--- src/rtl/wb_pkg.sv ---
// Shared types and constants for the register-file write-back scheduler.
// Optional feature macro: WB_ROUND_ROBIN_EN (round-robin arbitration on contention).
package wb_pkg;

    localparam int DATA_W = 32;
    localparam int ADDR_W = 5;
    localparam int NREG   = 2 ** ADDR_W;

    // Source IDs double as bit positions in the arbiter request/grant vectors.
    localparam logic WB_SRC_A = 1'b0;
    localparam logic WB_SRC_B = 1'b1;

    typedef struct packed {
        logic              en;
        logic [ADDR_W-1:0] addr;
        logic [DATA_W-1:0] data;
        logic              src;
    } wb_commit_t;

endpackage

--- src/rtl/wb_arb2.sv ---
// Two-requester arbiter: bit 0 = ALU path (A), bit 1 = load path (B).
// WB_ROUND_ROBIN_EN defined: alternate on contention; otherwise B has fixed priority.
module wb_arb2
    import wb_pkg::*;
(
`ifdef WB_ROUND_ROBIN_EN
    input  logic       clk,
    input  logic       rst,
`endif
    input  logic [1:0] req,
    output logic [1:0] gnt
);

`ifdef WB_ROUND_ROBIN_EN
    // ptr_q names the source that wins the next contended cycle (0 = A).
    logic ptr_q;
    logic ptr_d;

    // Grant selection; the pointer only moves when both sources compete.
    always_comb begin
        gnt   = 2'b00;
        ptr_d = ptr_q;
        unique case (req)
            2'b01: gnt = 2'b01;
            2'b10: gnt = 2'b10;
            2'b11: begin
                gnt   = (ptr_q == WB_SRC_B) ? 2'b10 : 2'b01;
                ptr_d = ~ptr_q;
            end
            default: gnt = 2'b00;
        endcase
    end

    // Round-robin pointer register.
    always_ff @(posedge clk) begin
        if (rst) begin
            ptr_q <= WB_SRC_A;
        end else begin
            ptr_q <= ptr_d;
        end
    end
`else
    // Fixed priority: loads are never held off by a stream of ALU results.
    always_comb begin
        gnt = 2'b00;
        if (req[WB_SRC_B]) begin
            gnt = 2'b10;
        end else if (req[WB_SRC_A]) begin
            gnt = 2'b01;
        end
    end
`endif

endmodule

--- src/rtl/wb_commit_scheduler.sv ---
// Write-back scheduler for the register file's single write port: arbitrates
// producers A and B, registers the accepted write for one cycle, and keeps a
// busy scoreboard of outstanding destinations.
// Optional feature macro: WB_ROUND_ROBIN_EN (see wb_arb2).
module wb_commit_scheduler
    import wb_pkg::*;
(
    input  logic              clk,
    input  logic              rst,
    input  logic              a_valid,
    output logic              a_ready,
    input  logic [ADDR_W-1:0] a_addr,
    input  logic [DATA_W-1:0] a_data,
    input  logic              b_valid,
    output logic              b_ready,
    input  logic [ADDR_W-1:0] b_addr,
    input  logic [DATA_W-1:0] b_data,
    input  logic              rsv_en,
    input  logic [ADDR_W-1:0] rsv_addr,
    output logic              rf_write_en,
    output logic [ADDR_W-1:0] rf_w_addr,
    output logic [DATA_W-1:0] rf_w_data,
    output logic [NREG-1:0]   busy,
    output logic              grant_b
);

    logic [1:0]  req;
    logic [1:0]  gnt;
    logic        accept;
    wb_commit_t  stage_q;
    wb_commit_t  stage_d;
    logic [NREG-1:0] busy_q;
    logic [NREG-1:0] busy_d;

    // Requests are masked during reset so nothing is accepted and the
    // round-robin pointer stays put.
    assign req = {b_valid, a_valid} & {2{~rst}};

    wb_arb2 u_arb (
`ifdef WB_ROUND_ROBIN_EN
        .clk (clk),
        .rst (rst),
`endif
        .req (req),
        .gnt (gnt)
    );

    assign a_ready = gnt[WB_SRC_A];
    assign b_ready = gnt[WB_SRC_B];
    assign accept  = |gnt;

    // Commit-stage next state: load the winner, suppress writes to x0,
    // and keep addr/data/src stable through idle slots.
    always_comb begin
        stage_d    = stage_q;
        stage_d.en = 1'b0;
        if (accept) begin
            stage_d.src  = gnt[WB_SRC_B] ? WB_SRC_B : WB_SRC_A;
            stage_d.addr = gnt[WB_SRC_B] ? b_addr : a_addr;
            stage_d.data = gnt[WB_SRC_B] ? b_data : a_data;
            stage_d.en   = (stage_d.addr != '0);
        end
    end

    // Scoreboard next state: commit clears, reserve sets afterwards so a
    // same-address reserve keeps the bit; x0 never reads busy.
    always_comb begin
        busy_d = busy_q;
        if (stage_q.en) begin
            busy_d[stage_q.addr] = 1'b0;
        end
        if (rsv_en && (rsv_addr != '0)) begin
            busy_d[rsv_addr] = 1'b1;
        end
        busy_d[0] = 1'b0;
    end

    // Commit stage and scoreboard registers; reset drops any in-flight write.
    always_ff @(posedge clk) begin
        if (rst) begin
            stage_q <= '0;
            busy_q  <= '0;
        end else begin
            stage_q <= stage_d;
            busy_q  <= busy_d;
        end
    end

    assign rf_write_en = stage_q.en;
    assign rf_w_addr   = stage_q.addr;
    assign rf_w_data   = stage_q.data;
    assign grant_b     = stage_q.src;
    assign busy        = busy_q;

endmodule
--- config.mk ---
export PLATFORM = sky130hd
export DESIGN_NAME = wb_commit_scheduler
export DESIGN_NICKNAME = d
export VERILOG_FILES = /design/src/rtl/wb_pkg.sv /design/src/rtl/wb_arb2.sv /design/src/rtl/wb_commit_scheduler.sv
export SDC_FILE = /design/constraint.sdc
export NUM_CORES = 1
export LEC_CHECK = 0
export CAP_MARGIN = 40
export CORE_ASPECT_RATIO = 0.9
export CORE_UTILIZATION = 37
export CTS_CLUSTER_DIAMETER = 150
export DETAILED_ROUTE_END_ITERATION = 16
export PLACE_DENSITY = 0.77
export SLEW_MARGIN = 5
export SYNTH_ARGS = -nofsm -noshare
export SYNTH_HDL_FRONTEND = slang
export SYNTH_HIERARCHICAL = 1
export SYNTH_SLANG_ARGS = --single-unit
--- constraint.sdc ---
create_clock -name clk -period 1.7 [get_ports clk]
set_input_delay 0.34 -clock clk [delete_from_list [all_inputs] [get_ports clk]]
set_output_delay 0.34 -clock clk [all_outputs]
set_load 0.01 [all_outputs]
==> summary.md <==
| Metric | Value |
|---|---|
| Total CTS buffers | 9 |
| GP Congestion | 0.851 |
| Post-synth ARST share | 0% |
| Required @ worst endpoint | 1.36 ns |
| Row Count | 31 |
| Worst Tran Pin Value | 0.545 ns |
| Core area | ~0.008 mm2 |
| DIE WIDTH | between 100 and 150 um |
| Prevailing post-synth register cell | dfxtp_1 |
| Maximum buffer depth of the clock tree | 2 |
| WL/cell | 15.9 um |
| Routed Antenna Nets | 0 |
| WL final | 9850 um |
| Clock network fraction of design power | between 30% and 40% |
| Crit path largest cell delay | 0.60 ns |
| Peak Freq | about 610 MHz |
| Die H | 90.3 um |
| Ant. Diodes | 0 |
| Avg Cell Area, Syn | 9.57 um2 |
| Setup Crit Path Kind | register to primary output |
| Comb pwr share | between 20 and 25% |
| Worst Path Arrival | 1.31 ns |
| Pre-CTS WS | -0.439 ns |
| Mapped Nets | 419 |
| PwrDens | 712 mW/mm2 |
| GR Util All Layers | 22.0% |
| Seq/Total Area, Yosys | 43.7% |
| CP Capture Type | primary output |
| I/O Buffers | around 160 |
| Starting Density | 39.0% |
| Synth unique cells | 30 |
| First drt pass iteration count | 4 |
| Lkg Pwr | around 2.0 nW |
| Hold Vio Cnt, Final | 0 |
| Grt ovf | 0 |
| Worst path top cell family by delay | buffers and inverters |
| Status | completed |
| First-pass GRT wire length | about 16,000 um |
| Layout Skew | 0.00701 ns |
| Largest net degree at the start of global routing | 55 |
| Layout cells sized above 1 | 14.7% |
| H-tree depth | 3 |
| Final setup margin | 0.0520 ns |
| Switching power | 0.937 mW |
| Sequential power share | 46.4% |
| Internal power | 2.85 mW |
| Antenna violations before repair | 0 |
| Buf/Inv on CP | 1 |
| Sw frac | 24.7% |
| Setup violations, final | 0 |
| Tcrit/Tclk final | between 90% and 100% |
| Die area | 0.00904 mm2 |
| Vias in the first global route | 3,077 |
| YS warnings | 6 |
| CTS tree | built |
| Slew headroom | a little under two thirds |
| Area Overhead vs Synth | 66.0% |
| Final worst path period need | 1.65 ns |
| Mapped Area | 0.00321 mm2 |
| Residual DRC count | 0 |
| Nets@finish | 584 |
| Clock Pin Slew Worst Setup and Hold Paths | ~0.070 ns |
| Synth Instances | 335 |
| Skew-Pair Late Insertion Delay | 0.33 ns |
| Via density | 4.98 |
| Worst Hold Class | register to register |
| Placed cell area | between 0.005 and 0.006 mm2 |
| Vias after detailed routing | 3,083 |
| Worst IR Drop VDD | 0.000361 V |
| Startpoint Class | register |
| Max-cap violations | 0 |
| Max FO, Critical Path | 5 |
| Initial DRC Count | 107 |
| Slowest-stage cell, CP | clkdlybuf4s50_1 |
| IO Pins | 157 |
| Hold buffers post-CTS | 0 |
| Critical-path cell list | clkdlybuf4s50_1 |
| Number of enable flip-flop cells after synthesis | 0 |
| Non-Filler Cell Area, Final | 0.00532 mm2 |
| Clock tree sinks | 70 |
| RSZ-0062 raised after global routing | false |
| Final count of pins violating max slew | 0 |
| Seq cells post-synth | 70 |
| Detailed Place HPWL | 7170 um |
| Root Driver | clkbuf_8 |
## cells in the mapped netlist (all sizes together), types with 3 or more instances
| cell | instances | area (um2) |
|---|---|---|
| or3b | 5 | 53.8 |
| nand3b | 8 | 60.1 |
| mux2 | 36 | 405 |
| nor2b | 36 | 233 |
| o21ai | 63 | 315 |
| mux2i | 35 | 350 |
| nor2 | 41 | 154 |
| nand2 | 3 | 11.3 |
| dfxtp | 70 | 1400 |
| nand3 | 3 | 15.0 |
| buf | 17 | 92.6 |
## final cells by class
cell class	instances	area (um2)
inverters	1	3.75
flip-flops and latches	70	1400
clock buffers	14	163
fillers	700	2900
well taps	115	144
repair buffers	173	1780
multi-input cells	245	1830
clock inverters	1	5.00
## per-layer routing
metal / global-route usage, % / share of wire, % / vias to the layer above
met1: 27.3 / 41 / 1453
met5: 0 / 0 / -
li1: - / - / 1495
met4: 9.18 / 2.4 / 0
met3: 5.03 / 7.4 / 18
met2: 36.4 / 49 / 117
## registers in the layout, summed over array words and instances, names as in the netlist
name	cells
busy	31
grant_b	1
rf_w_addr	5
rf_w_data	32
rf_write_en	1
## cell families after synthesis
| group | Yosys count | share of synthesized area (%) |
|---|---|---|
| simple gates | 105 | 18.4 |
| mux | 71 | 23.6 |
| flops | 70 | 43.7 |
| compound gates | 68 | 11.0 |
| buf+inv | 20 | 3.24 |
| other cells | 1 | 0.117 |
## path summary, 6_finish.rpt
check	startpoint	end	slack (ns)	cells past startpoint
hold reg to reg	grant_b$_SDFFE_PP0N_	grant_b$_SDFFE_PP0N_	0.50	2
hold / removal	grant_b$_SDFFE_PP0N_	grant_b$_SDFFE_PP0N_	0.50	2
setup / recovery	rf_write_en$_SDFF_PP0_	rf_write_en	0.05	1
setup reg to reg	rf_write_en$_SDFF_PP0_	busy[24]$_SDFF_PP0_	0.41	3
## what timing repair did
action                                  CTS  global route
gates resized for setup                   9             0
buffers inserted                          2             0
endpoints found under the setup margin   37             0
## cells in the final DEF, fill, tap and decap left out, drive strengths merged, types with 2 or more instances in the layout
cell           netlist  layout
clkdlybuf4s50        0     148
dfxtp               70      70
o21ai               63      63
nor2                41      41
nor2b               36      36
mux2                36      36
mux2i               35      35
buf                 17      17
clkbuf               2      14
nand3b               8       8
dlygate4sd2          0       6
or3b                 5       5
nand3                3       3
nand2                3       3
nand2b               2       2
or3                  2       2
a211oi               2       2
bufbuf               0       2
## through the flow
stage | utilization [%] | hold WS, ns | setup TNS, ns | total power [mW] | instances
floorplan | - | 0.487 | -0.590 | 2.19 | 335
global placement | 61.5 | 0.468 | -11.63 | 2.60 | 600
detailed placement | 61.5 | 0.492 | -15.21 | 2.62 | 600
CTS | 64.7 | 0.507 | 0 | 3.82 | 619
global route | 64.7 | 0.524 | 0 | 3.96 | 619
finish | 64.7 | 0.503 | 0 | 3.79 | 619
## power by group through the flow
stage	Sequential (mW)	Combinational, mW	Clock (mW)
final	1.76	0.847	1.19
after global routing	1.77	0.904	1.29
after CTS	1.76	0.853	1.21
after detailed placement	1.79	0.824	0
after global placement	1.79	0.806	0
after floorplan	1.83	0.360	0
No activity file was read; power rests on OpenSTA's default activity.
